$ cat config.mk
export PLATFORM = sky130hd
export DESIGN_NAME = cp0_unit
export DESIGN_NICKNAME = d
export VERILOG_FILES = /design/src/rtl/cp0_unit.sv
export SDC_FILE = /design/constraint.sdc
export NUM_CORES = 1
export LEC_CHECK = 0
export CAP_MARGIN = 15
export CELL_PAD_IN_SITES_DETAIL_PLACEMENT = 1
export CELL_PAD_IN_SITES_GLOBAL_PLACEMENT = 1
export CORE_ASPECT_RATIO = 0.6
export CORE_MARGIN = 1.5
export CORE_UTILIZATION = 50
export DETAILED_ROUTE_END_ITERATION = 10
export DONT_BUFFER_PORTS = 1
export GPL_ROUTABILITY_DRIVEN = 1
export PLACE_DENSITY = 0.95
export SYNTH_ARGS = -nofsm -noshare
export SYNTH_HDL_FRONTEND = slang
export SYNTH_SLANG_ARGS = --single-unit
export TNS_END_PERCENT = 100
$ cat constraint.sdc
create_clock -name clk -period 8.3 [get_ports clk]
set_input_delay 2.075 -clock clk [delete_from_list [all_inputs] [get_ports clk]]
set_output_delay 2.075 -clock clk [all_outputs]
set_load 0.01 [all_outputs]
$ cat src/rtl/cp0_unit.sv
// cp0_unit -- MIPS-style coprocessor 0 register block.
//
// Holds BadVAddr, Count, Compare, Status, Cause and EPC. It handles mtc0 writes,
// combinational mfc0 reads, exception entry and eret, the Count/Compare timer
// interrupt, and external interrupt sampling.
//
// Ports:
//   clk, rst                      clock and synchronous active-high reset
//   write_en/addr/data            mtc0 write, address {rd,sel}
//   read_addr, read_data          mfc0 read, address {rd,sel}
//   exc_valid/code/epc/bd         exception commit
//   exc_badvaddr_en/badvaddr      faulting address capture
//   eret                          exception return commit
//   hw_int                        level-sensitive external interrupt lines
//   status, cause, epc            current register values
//   int_pending, timer_int        interrupt request outputs
module cp0_unit #(
  parameter int HW_INT_NUM = 6,
  parameter int COUNT_DIV  = 2
) (
  input  logic                  clk,
  input  logic                  rst,
  input  logic                  write_en,
  input  logic [7:0]            write_addr,
  input  logic [31:0]           write_data,
  input  logic [7:0]            read_addr,
  output logic [31:0]           read_data,
  input  logic                  exc_valid,
  input  logic [4:0]            exc_code,
  input  logic [31:0]           exc_epc,
  input  logic                  exc_bd,
  input  logic                  exc_badvaddr_en,
  input  logic [31:0]           exc_badvaddr,
  input  logic                  eret,
  input  logic [HW_INT_NUM-1:0] hw_int,
  output logic [31:0]           status,
  output logic [31:0]           cause,
  output logic [31:0]           epc,
  output logic                  int_pending,
  output logic                  timer_int
);

  localparam int TICK_W = (COUNT_DIV > 1) ? $clog2(COUNT_DIV) : 1;
  localparam logic [TICK_W-1:0] TICK_MAX = TICK_W'(COUNT_DIV - 1);

  localparam logic [7:0] ADDR_BADVADDR = 8'd64;
  localparam logic [7:0] ADDR_COUNT    = 8'd72;
  localparam logic [7:0] ADDR_COMPARE  = 8'd88;
  localparam logic [7:0] ADDR_STATUS   = 8'd96;
  localparam logic [7:0] ADDR_CAUSE    = 8'd104;
  localparam logic [7:0] ADDR_EPC      = 8'd112;

  logic [31:0]           badvaddr_q;
  logic [31:0]           count_q;
  logic [31:0]           compare_q;
  logic [31:0]           epc_q;
  logic [TICK_W-1:0]     tick_q;
  logic [7:0]            status_im;
  logic                  status_exl;
  logic                  status_ie;
  logic                  cause_bd;
  logic                  cause_ti;
  logic [HW_INT_NUM-1:0] cause_hw;
  logic [1:0]            cause_sw;
  logic [4:0]            cause_exc;

  logic wr_badvaddr, wr_count, wr_compare, wr_status, wr_cause, wr_epc;
  logic [5:0] hw_ip;
  logic [5:0] ip_hi;

  assign wr_badvaddr = write_en && (write_addr == ADDR_BADVADDR);
  assign wr_count    = write_en && (write_addr == ADDR_COUNT);
  assign wr_compare  = write_en && (write_addr == ADDR_COMPARE);
  assign wr_status   = write_en && (write_addr == ADDR_STATUS);
  assign wr_cause    = write_en && (write_addr == ADDR_CAUSE);
  assign wr_epc      = write_en && (write_addr == ADDR_EPC);

  // Unused hardware IP lines read as zero; IP7 also carries the timer interrupt.
  assign hw_ip = 6'(cause_hw);
  assign ip_hi = {hw_ip[5] | cause_ti, hw_ip[4:0]};

  assign status = {9'b0, 1'b1, 6'b0, status_im, 6'b0, status_exl, status_ie};
  assign cause  = {cause_bd, cause_ti, 14'b0, ip_hi, cause_sw, 1'b0, cause_exc, 2'b0};
  assign epc    = epc_q;

  assign timer_int   = cause_ti;
  assign int_pending = status_ie & ~status_exl & (|(cause[15:8] & status_im));

  always_comb begin
    read_data = 32'h0;
    case (read_addr)
      ADDR_BADVADDR: read_data = badvaddr_q;
      ADDR_COUNT:    read_data = count_q;
      ADDR_COMPARE:  read_data = compare_q;
      ADDR_STATUS:   read_data = status;
      ADDR_CAUSE:    read_data = cause;
      ADDR_EPC:      read_data = epc_q;
      default:       read_data = 32'h0;
    endcase
  end

  // Register update. Exception commit owns EPC, Cause, Status and (when
  // capturing) BadVAddr; eret owns Status. A same-cycle mtc0 to an owned
  // register is dropped. Count/Compare are never owned by exception events.
  always_ff @(posedge clk) begin
    if (rst) begin
      badvaddr_q <= 32'h0;
      count_q    <= 32'h0;
      compare_q  <= 32'h0;
      epc_q      <= 32'h0;
      tick_q     <= '0;
      status_im  <= 8'h0;
      status_exl <= 1'b0;
      status_ie  <= 1'b0;
      cause_bd   <= 1'b0;
      cause_ti   <= 1'b0;
      cause_hw   <= '0;
      cause_sw   <= 2'b0;
      cause_exc  <= 5'b0;
    end else begin
      cause_hw <= hw_int;

      // A Count write restarts the prescaler and suppresses that cycle's increment.
      if (wr_count) begin
        count_q <= write_data;
        tick_q  <= '0;
      end else if (tick_q == TICK_MAX) begin
        count_q <= count_q + 32'd1;
        tick_q  <= '0;
      end else begin
        tick_q  <= tick_q + 1'b1;
      end

      // Compare write acknowledges the timer and beats a same-cycle match.
      if (wr_compare) begin
        compare_q <= write_data;
        cause_ti  <= 1'b0;
      end else if (count_q == compare_q) begin
        cause_ti  <= 1'b1;
      end

      if (exc_valid) begin
        // Nested exceptions keep the original return address and BD flag.
        if (!status_exl) begin
          epc_q    <= exc_bd ? (exc_epc - 32'd4) : exc_epc;
          cause_bd <= exc_bd;
        end
        status_exl <= 1'b1;
        cause_exc  <= exc_code;
      end else if (eret) begin
        status_exl <= 1'b0;
      end else if (wr_status) begin
        status_im  <= write_data[15:8];
        status_exl <= write_data[1];
        status_ie  <= write_data[0];
      end

      if (!exc_valid && wr_cause) cause_sw <= write_data[9:8];
      if (!exc_valid && wr_epc)   epc_q    <= write_data;

      if (exc_valid && exc_badvaddr_en) badvaddr_q <= exc_badvaddr;
      else if (wr_badvaddr)             badvaddr_q <= write_data;
    end
  end

endmodule
Word level (Yosys, flattened, before mapping) --
Index checks and enable logic that the tools add are counted.
Storage, ports and cells: bits of input ports 130, output and inout bits 130, bits in registers 154
Cells by class: eq/ne operators 14, reductions and logical operators 20, add/subtract/negate cells 3, multiplexer cells 12, bitwise logic cells 7
Operators by type and width (number):
- $mux 32 | 8
- $pmux 32 s6 | 1
- $eq 8x7->1 const B | 12
- $add 32x1->32 const B | 1
- $eq 32x32->1 | 1
- $sub 32x3->32 const B | 1
- $logic_and 1x1->1 | 9
- $and 8x8->8 | 1
- $reduce_or 8->1 | 1
- $reduce_bool 2->1 | 3
- $reduce_and 2->1 | 2
- $mux 1 | 3
- $not 1->1 | 3
- $reduce_and 3->1 | 1
- $reduce_bool 3->1 | 1
- $reduce_or 3->1 | 1
- $and 1x1->1 | 2
- $ne 2x1->1 const B | 1
- $reduce_or 2->1 | 1
- $add 1x1->1 const B | 1
- $logic_not 1->1 | 1
- $or 1x1->1 | 1

Longest topological paths before layout --
Gate-level depths: netlist of run 1.
depth in word-level cells 5, gate-level depth with buffers 8, depth with buffers taken out 7

Least setup slack after synthesis of run 1 --
OpenSTA, ideal clock, no wires.
path kind in2out, from input read_addr[1], to output read_data[11], arrival time 3.622 ns, setup slack 2.603 ns, cell stages on the path 8, path through nor4_1 -> and2_1 -> clkbuf_1 -> and3_1 -> clkbuf_1 -> buf_1 -> a22oi_1 -> o21ai_0
On the way: longest elaborated chain between the ends 2
Ends and longest elaborated chain:
- start, declared | line 26 | input logic [7:0] read_addr,
- $eq 8x7->1 | line 91 | case (read_addr)
- $pmux 32 s6 (*) | line 91
- end, declared | line 27 | output logic [31:0] read_data,
Mark *: on every way between the ends. The rest lies on a longest branch, timed or not.

Worst setup path after layout of run 1 --
from input read_addr[1], to output read_data[15]
Same word-level chain as after synthesis.

==> run_results.csv, run 1 <==
group,metric,value,unit
clock_tree,insertion_delay,0.43,ns
yosys,ys_ff_latch,154,
final_layout,layout-drive-gt1-share,6.162,%
clock_tree,cts_setup_buffers,0,
worst_setup_path,worstSetupStartpointType,"input pin",
floorplan,core_area,17450,um2
flow_run,max_cap_viol_count,0,
route,wl_per_cell,29.46,um
route,drc,0,
final_layout,fin_util,54.20,%
final_layout,area_growth,4.218,%
route,drt_first_pass_iters,6,
power_and_ir_drop,p_leak,3.036,nW
clock_tree,root_buffer,"clkbuf_16",
route,drt_iter0_drc,1250,
place,placed_cell_area,8882,um2
yosys,yosys.cell_types.count,60,
clock_tree,cts.sinks,154,
worst_setup_path,cpLargestDelayFamily,"simple AND/OR/NAND/NOR gates",
clock_tree,cts_tree,"yes",
clock_tree,cts_hold_repair.buffers,0,
final_layout,num_antenna_cells,0,
yosys,ys_seq_area_share,33.97,%
power_and_ir_drop,ir_drop,0.1608,mV
route,ant_nets,0,
timing,final.setup.tns,0,ns
global_route,gr-usage-all-layers,40.24,%
place,dp_worst_setup_slack,2.057,ns
floorplan,die_x,176.9,um
yosys,synth_top_area_share,33.97,%
timing,max-slew-margin-rel,21.63,%
global_route,grt_pass1_vias,8812,
floorplan,pin_count,260,
power_and_ir_drop,power,1.726,mW
yosys,synth_enable_flop_cells,0,
final_layout,nets,1190,
floorplan,die_h,107.4,um
timing,whs,0.4968,ns
final_layout,layout_common_cells,"dfxtp_1, nor2_1, nand2_1",
worst_setup_path,critPathMaxStageDelay,0.61,ns
worst_setup_path,slowest_stage,"nor4_2",
timing,skew,0.007152,ns
place,dp_hpwl,27700,um
min_path,hp-class,"flip-flop to flip-flop",
route,viasPerCell,6.972,
timing,setup_violations,0,
timing,drv_slew,0,
final_layout,finalInstanceArea,9459,um2
global_route,grt_max_degree,144,
worst_setup_path,cpMostUsedCell,"nand2_1",
clock_tree,cts.reportedPaths.clkPinSlew,0.06,ns
timing,fmax,0.1571,GHz
timing,period_minus_slack,6.364,ns
yosys,post_synth.cell_area_avg,8.039,um2
worst_setup_path,worstPathArrival,4.29,ns
place,placed_cells,1273,
timing,tightest_slew,1.173,ns
floorplan,dieArea,19000,um2
yosys,synth.area.top_cells,"dfxtp_1, mux2i_1, xnor2_1",
route,routed_wl,38450,um
yosys,synthCells,1129,
global_route,grt_overflow,0,
worst_setup_path,cp_cell_sequence,"nor4_1, nand2_1, nor4_2, buf_4, nand2_1, o21ai_0",
timing,min_period_over_period,76.68,%
clock_tree,cts_resized,0,
worst_setup_path,crit_fanout,22,
timing,hold_violations,0,
final_layout,fin_cells,1305,
yosys,yosys.area.top_type,"dfxtp_1",
global_route,grt_pass1_wl,56420,um
clock_tree,clock_path_buffers,2,
floorplan,fp-row-count,37,
power_and_ir_drop,power_density,182.5,nW/um2
clock_tree,numCtsBuffers,17,
final_layout,nFillCells,2087,
yosys,async_reset_ff_share,0,%
place,place.gp.congestion,0.9689,
yosys,synth_warnings,0,
yosys,syn-cell-area,9076,um2
worst_setup_path,crit_required,6.23,ns
worst_setup_path,cp_num_buf_inv,1,
worst_setup_path,path_class,"input pin to output pin",
timing,rsz0062_at_grt,"no",
global_route,antenna_found_initial,1,
clock_tree,h-tree-depth,4,
outcome,run_status,"completed",
yosys,ys.flop_type,"dfxtp_1",
timing,fin_ws,1.936,ns
place,io_buffer_count,0,
worst_setup_path,end_kind,"output pin",
final_layout,layout_commonest_cell,"dfxtp_1",
floorplan,initial_core_util,52.00,%
route,vias,9099,
[logic make-up after synthesis]
| group | share of synthesized area (%) |
|---|---|
| AOI/OAI and AO/OA | 20.58 |
| xor gates and xnor gates | 7.623 |
| adders and majority gates | 0.2757 |
| buffers and inverters | 8.657 |
| DFF | 33.97 |
| muxes | 7.375 |
| other | 0.08274 |
| and+or+nand+nor | 21.44 |
[power by group]
group | total, mW | leakage (nW) | internal [mW] | switching, mW
logic | 0.125 | 1.50 | 0.0490 | 0.0755
clock network | 0.790 | 0.279 | 0.430 | 0.360
registers | 0.812 | 1.26 | 0.766 | 0.0464
total | 1.73 | 3.04 | 1.24 | 0.481
[path summary, 6_finish.rpt]
check,from,to,slack (ns),cells past startpoint
max,read_addr[1],read_data[15],1.94,6
min,compare_q[5],compare_q[5],0.50,2
max reg2reg,count_q[18],count_q[30],5.91,5
min reg2reg,compare_q[5],compare_q[5],0.50,2
[layout make-up]
cell class | instances | area [um2] | share of cell area, %
clock buffer | 19 | 442.9 | 4.683
clock inverter | 13 | 133.9 | 1.415
inverter | 13 | 48.80 | 0.5159
multi-input combinational | 861 | 5375 | 56.83
sequential | 154 | 3083 | 32.59
tap | 234 | 292.8 | 3.095
timing repair buffer | 11 | 82.58 | 0.8730
[Yosys cell counts (3+ instances only)]
master and instances:
a211oi_1 50, a21oi_1 90, a221o_1 12, a221oi_1 14, a22o_1 3, a22oi_1 46
a31oi_1 6, and2_1 7, and3_1 24, and4_1 4, buf_1 7, buf_2 10
buf_4 49, buf_6 3, clkbuf_1 69, dfxtp_1 154, inv_1 13, mux2_2 7
mux2i_1 59, nand2_1 109, nand3_1 22, nand4_1 25, nor2_1 113, nor2b_1 11
nor3_1 22, nor4_1 16, nor4_2 3, o211ai_1 4, o21ai_0 36, o22ai_1 13
or2_2 3, or3_1 6, or4_1 6, xnor2_1 63, xor2_1 16
[sequential cells by signal, indices dropped and copies added (netlist names), 2 cells and up]
| register | flops |
|---|---|
| cause_sw | 2 |
| cause_exc | 5 |
| status_im | 8 |
| count_q | 32 |
| badvaddr_q | 32 |
| cause_hw | 6 |
| compare_q | 32 |
| epc | 32 |
[routing by layer]
layer / vias to the layer above / track usage, % / part of all wire (%)
li1: 3870 / - / -
met1: 4505 / 54.54 / 40
met2: 624 / 57.25 / 42
met3: 98 / 17.76 / 16
met4: 2 / 11.32 / 2.5
met5: - / 0 / 0.049
[worst register-to-register path, delay by kind of cell, from the launching register on]
kind               cells  cell delay (ns)
AOI/OAI and AO/OA      1             0.08
and+or+nand+nor        3             1.37
muxes                  1             0.25
DFF                    1             0.58
No activity file was read; power rests on OpenSTA's default activity.
==> run 2, diff against run 1 <==
- CORE_UTILIZATION: 50 -> 42
- PLACE_DENSITY: 0.95 -> 0.88
- clock period: 8.3 -> 5.4 ns (I/O delays scaled with it)
==> run_results.csv, run 2 (synthesis gave the netlist of run 1 again) <==
group,metric,value,unit
outcome,run_status,"completed",
global_route,grt_pass1_vias,8688,
clock_tree,insertion_delay,0.43,ns
worst_setup_path,cpLargestDelayFamily,"simple AND/OR/NAND/NOR gates",
floorplan,dieArea,22530,um2
power_and_ir_drop,pwr-share-seq,47.3,%
route,vias,9033,
clock_tree,clock_path_buffers,2,
global_route,antenna_found_initial,1,
clock_tree,cts_hold_repair.buffers,0,
clock_tree,cts_resized,0,
worst_setup_path,cp_cell_sequence,"nor4_1, and2_1, and3_1, a22oi_1, o21ai_0",
timing,fin_ws,0.8405,ns
final_layout,fin_cells,1353,
min_path,min_path_cells,2,
route,drt_first_pass_iters,7,
place,placed_cells,1319,
power_and_ir_drop,power_frac_clock,45.6,%
route,drt_iter0_drc,1140,
clock_tree,cts_tree,"yes",
clock_tree,cts.sinks,154,
clock_tree,cts.reportedPaths.clkPinSlew,0.06,ns
worst_setup_path,cp_num_buf_inv,0,
floorplan,die_x,192.8,um
route,ant_nets,0,
timing,min_period_over_period,84.43,%
timing,hold_violations,0,
final_layout,layout-drive-gt1-share,6.250,%
min_path,min_from,"compare_q[17]",
place,dp_worst_setup_slack,0.9157,ns
route,drc,0,
route,viasPerCell,6.676,
power_and_ir_drop,ir_drop,0.2043,mV
timing,whs,0.5000,ns
power_and_ir_drop,p_leak,3.041,nW
power_and_ir_drop,power,2.648,mW
timing,tightest_slew,1.128,ns
clock_tree,cts_setup_buffers,0,
place,place.gp.congestion,0.9707,
power_and_ir_drop,sw_frac_of_total,26.39,%
flow_run,max_cap_viol_count,0,
worst_setup_path,worstPathArrival,3.21,ns
power_and_ir_drop,p_switching,698.9,uW
timing,skew,0.01184,ns
floorplan,core_area,21080,um2
global_route,grt_pass1_wl,56070,um
final_layout,layout_common_cells,"dfxtp_1, nor2_1, nand2_1",
timing,setup_violations,0,
worst_setup_path,critPathMaxStageDelay,0.72,ns
timing,period_minus_slack,4.559,ns
timing,rsz0062_at_grt,"no",
power_and_ir_drop,internal_power,1.949,mW
floorplan,initial_core_util,43.05,%
worst_setup_path,worstReg2RegEnd,"epc[18]",
floorplan,pin_count,260,
worst_setup_path,reg2reg_depth,4,
worst_setup_path,worstSetupStartpointType,"input pin",
worst_setup_path,crit_fanout,18,
floorplan,die_h,116.9,um
final_layout,layout_commonest_cell,"dfxtp_1",
worst_setup_path,end_kind,"output pin",
timing,max-slew-margin-rel,24.83,%
min_path,hp-class,"flip-flop to flip-flop",
global_route,gr-usage-all-layers,33.90,%
worst_setup_path,crit_required,4.05,ns
min_path,min_delay_worst_endpoint,"compare_q[17]",
worst_setup_path,slowest_stage,"and3_1",
power_and_ir_drop,power_density,277.5,nW/um2
route,wl_per_cell,28.63,um
worst_setup_path,path_class,"input pin to output pin",
clock_tree,h-tree-depth,4,
route,routed_wl,38740,um
final_layout,nets,1192,
place,dp_hpwl,28370,um
place,io_buffer_count,0,
timing,final.setup.tns,0,ns
final_layout,area_growth,5.156,%
worst_setup_path,r2r_start,"status_exl",
timing,drv_slew,0,
clock_tree,numCtsBuffers,17,
clock_tree,root_buffer,"clkbuf_16",
power_and_ir_drop,p_comb_share,7.2,%
global_route,grt_max_degree,144,
worst_setup_path,reg2reg_slack,2.97,ns
floorplan,fp-row-count,41,
global_route,grt_overflow,0,
timing,fmax,0.2193,GHz
-- run 2: cell type report --
type,count,area [um2]
clock inverters,12,138.9
diodes,2,5.005
flip-flops and latches,154,3083
clock buffers,19,442.9
multi-input cells,861,5375
repair buffers,13,101.3
fillers,2541,11540
well taps,279,349.1
inverters,13,48.80
-- run 2: worst max path at each step --
stage / startpoint / endpoint / slack, ns / depth (start not counted)
final: read_addr[1] / read_data[13] / 0.84 / 5
after global routing: read_addr[1] / read_data[25] / 0.74 / 6
after CTS: read_addr[1] / read_data[25] / 0.88 / 6
after detailed placement: read_addr[1] / read_data[25] / 0.92 / 6
after global placement: read_addr[1] / read_data[25] / 0.93 / 6
after floorplan: read_addr[1] / read_data[11] / 1.15 / 8
-- run 2: per-stage QoR --
| stage | instance area, um2 | util, % |
|---|---|---|
| detailed placement | 8946 | 42.43 |
| global placement | 8946 | 42.43 |
| global route | 9539 | 45.24 |
| finish | 9544 | 45.27 |
| CTS | 9528 | 45.19 |
| floorplan | 9215 | - |
-- run 2: power groups by stage --
| stage | combinational [mW] | sequential (mW) | clock (mW) |
|---|---|---|---|
| floorplan | 0.198 | 1.24 | 0 |
| global placement | 0.174 | 1.27 | 0 |
| detailed placement | 0.182 | 1.27 | 0 |
| CTS | 0.185 | 1.25 | 1.20 |
| global route | 0.208 | 1.25 | 1.25 |
| finish | 0.189 | 1.25 | 1.21 |
-- run 2: worst min-delay path: cells and delay by family, from the launching register on --
| family | cells | cell delay [ns] |
|---|---|---|
| simple gates | 1 | 0.06 |
| flops | 1 | 0.33 |
| compound gates | 1 | 0.06 |
-- run 2: metal layers --
layer	vias up	routed length (um)	global-route usage, %	share of wire (%)
met5	-	15	0	0.039
met4	2	1206	10.23	3.1
met3	123	6003	15.83	15
met2	588	16220	49.46	42
met1	4459	15290	44.39	39
li1	3861	-	-	-
==> run 3, diff against run 2 <==
- clock period: 5.4 -> 3.75 ns (I/O delays scaled with it)
==> run_results.csv, run 3 (synthesis gave the netlist of run 1 again) <==
group,metric,value,unit
outcome,run_status,"completed",
global_route,antenna_found_initial,0,
clock_tree,cts.reportedPaths.clkPinSlew,0.06,ns
global_route,gr-usage-all-layers,34.50,%
final_layout,finalInstanceArea,9688,um2
clock_tree,numCtsBuffers,17,
worst_setup_path,crit_required,2.81,ns
min_path,hp-class,"flip-flop to flip-flop",
route,wl_met3,5818,um
floorplan,fp-row-count,41,
floorplan,die_h,116.9,um
final_layout,layout_commonest_cell,"dfxtp_1",
clock_tree,cts_setup_buffers,0,
route,wl_per_cell,28.83,um
floorplan,pin_count,260,
worst_setup_path,path_class,"input pin to output pin",
final_layout,layout_common_cells,"dfxtp_1, nor2_1, nand2_1",
timing,skew,0.006331,ns
route,ant_nets,0,
power_and_ir_drop,p_leak,3.135,nW
floorplan,dieArea,22530,um2
place,placed_cell_area,9059,um2
route,vias,9102,
worst_setup_path,worstSetupStartpointType,"input pin",
timing,rsz0062_at_grt,"no",
floorplan,die_x,192.8,um
worst_setup_path,reg2reg_slack,1.41,ns
final_layout,nets,1206,
floorplan,initial_core_util,43.05,%
timing,period_minus_slack,3.650,ns
worst_setup_path,worstReg2RegEnd,"count_q[30]",
final_layout,fin_util,45.95,%
route,wl_met1,15770,um
route,top_layer,"met4",
worst_setup_path,worstPathArrival,2.71,ns
timing,whs,0.4883,ns
clock_tree,insertion_delay,0.43,ns
route,routed_wl,39380,um
worst_setup_path,reg2reg_depth,5,
global_route,grt_overflow,0,
timing,setup_violations,0,
floorplan,core_area,21080,um2
place,io_buffer_count,0,
power_and_ir_drop,power_density,407.5,nW/um2
timing,fmax,0.2740,GHz
timing,hold_violations,0,
place,place.gp.congestion,0.9389,
final_layout,layout-drive-gt1-share,7.452,%
place,dp_hpwl,28780,um
clock_tree,h-tree-depth,4,
flow_run,max_cap_viol_count,0,
timing,drv_slew,0,
clock_tree,cts_hold_repair.buffers,0,
worst_setup_path,r2r_start,"count_q[17]",
clock_tree,clock_path_buffers,2,
worst_setup_path,end_kind,"output pin",
timing,max-slew-margin-rel,36.95,%
global_route,grt_pass1_wl,57210,um
clock_tree,root_buffer,"clkbuf_16",
min_path,min_delay_worst_endpoint,"compare_q[30]",
global_route,grt_pass1_vias,9001,
route,routed-wl-met2,16440,um
final_layout,nFillCells,2514,
clock_tree,cts.sinks,154,
final_layout,area_growth,6.741,%
timing,final.setup.tns,0,ns
final_layout,num_antenna_cells,0,
worst_setup_path,crit_fanout,9,
route,drt_iter0_drc,1138,
timing,min_period_over_period,97.32,%
min_path,min_path_cells,2,
clock_tree,cts_resized,0,
power_and_ir_drop,ir_drop,0.3473,mV
global_route,grt_max_degree,144,
route,drc,0,
route,drt_first_pass_iters,8,
timing,tightest_slew,0.9447,ns
route,viasPerCell,6.663,
clock_tree,cts_tree,"yes",
min_path,min_from,"compare_q[30]",
run 3: cell types whose count changed in the layout (fill, tap and decap cells not counted), moves of 2 or more:
cell	delta
buf_4	+15
bufinv_16	+2
inv_6	-4
diode_2	-2
run 3: worst max-delay path by stage:
stage                       from            end  slack [ns]
global placement    read_addr[1]  read_data[15]        0.24
finish              read_addr[1]  read_data[12]        0.10
global route        read_addr[1]  read_data[15]        0.03
CTS                 read_addr[1]  read_data[12]        0.19
detailed placement  read_addr[1]  read_data[12]        0.22
floorplan           read_addr[1]  read_data[11]        0.33
run 3: layout make-up:
cell class                      instances  area (um2)  area share, %
Inverter                               13       48.80         0.5037
Clock buffer                           21       460.4          4.753
Timing Repair Buffer                   27       202.7          2.092
Tap cell                              279       349.1          3.603
Clock inverter                         11       168.9          1.744
Multi-Input combinational cell        861        5375          55.48
Sequential cell                       154        3083          31.82
run 3: critical path, stage by stage:
cell     delay (ns)
nor4_1         0.38
and2_1         0.35
and3_1         0.52
buf_4          0.23
a22oi_1        0.07
o21ai_0        0.22
run 3: power breakdown:
group | switching [mW] | internal, mW | leakage [nW]
clock | 0.719 | 1.15 | 0.295
sequential | 0.100 | 1.70 | 1.26
combinational | 0.172 | 0.113 | 1.58
run 3: through the flow:
stage | instances | power, mW | worst slack (ns)
after floorplan | 1166 | 2.063 | 0.3285
after global placement | 1334 | 2.086 | 0.2440
after detailed placement | 1334 | 2.100 | 0.2245
after CTS | 1366 | 3.932 | 0.1939
after global routing | 1366 | 4.038 | 0.02819
final | 1366 | 3.948 | 0.1004
run 3: layer usage:
metal	vias up	global-route usage (%)
li1	3890	-
met1	4468	46.31
met2	627	49.39
met3	117	13.45
met4	0	13.90
met5	-	0
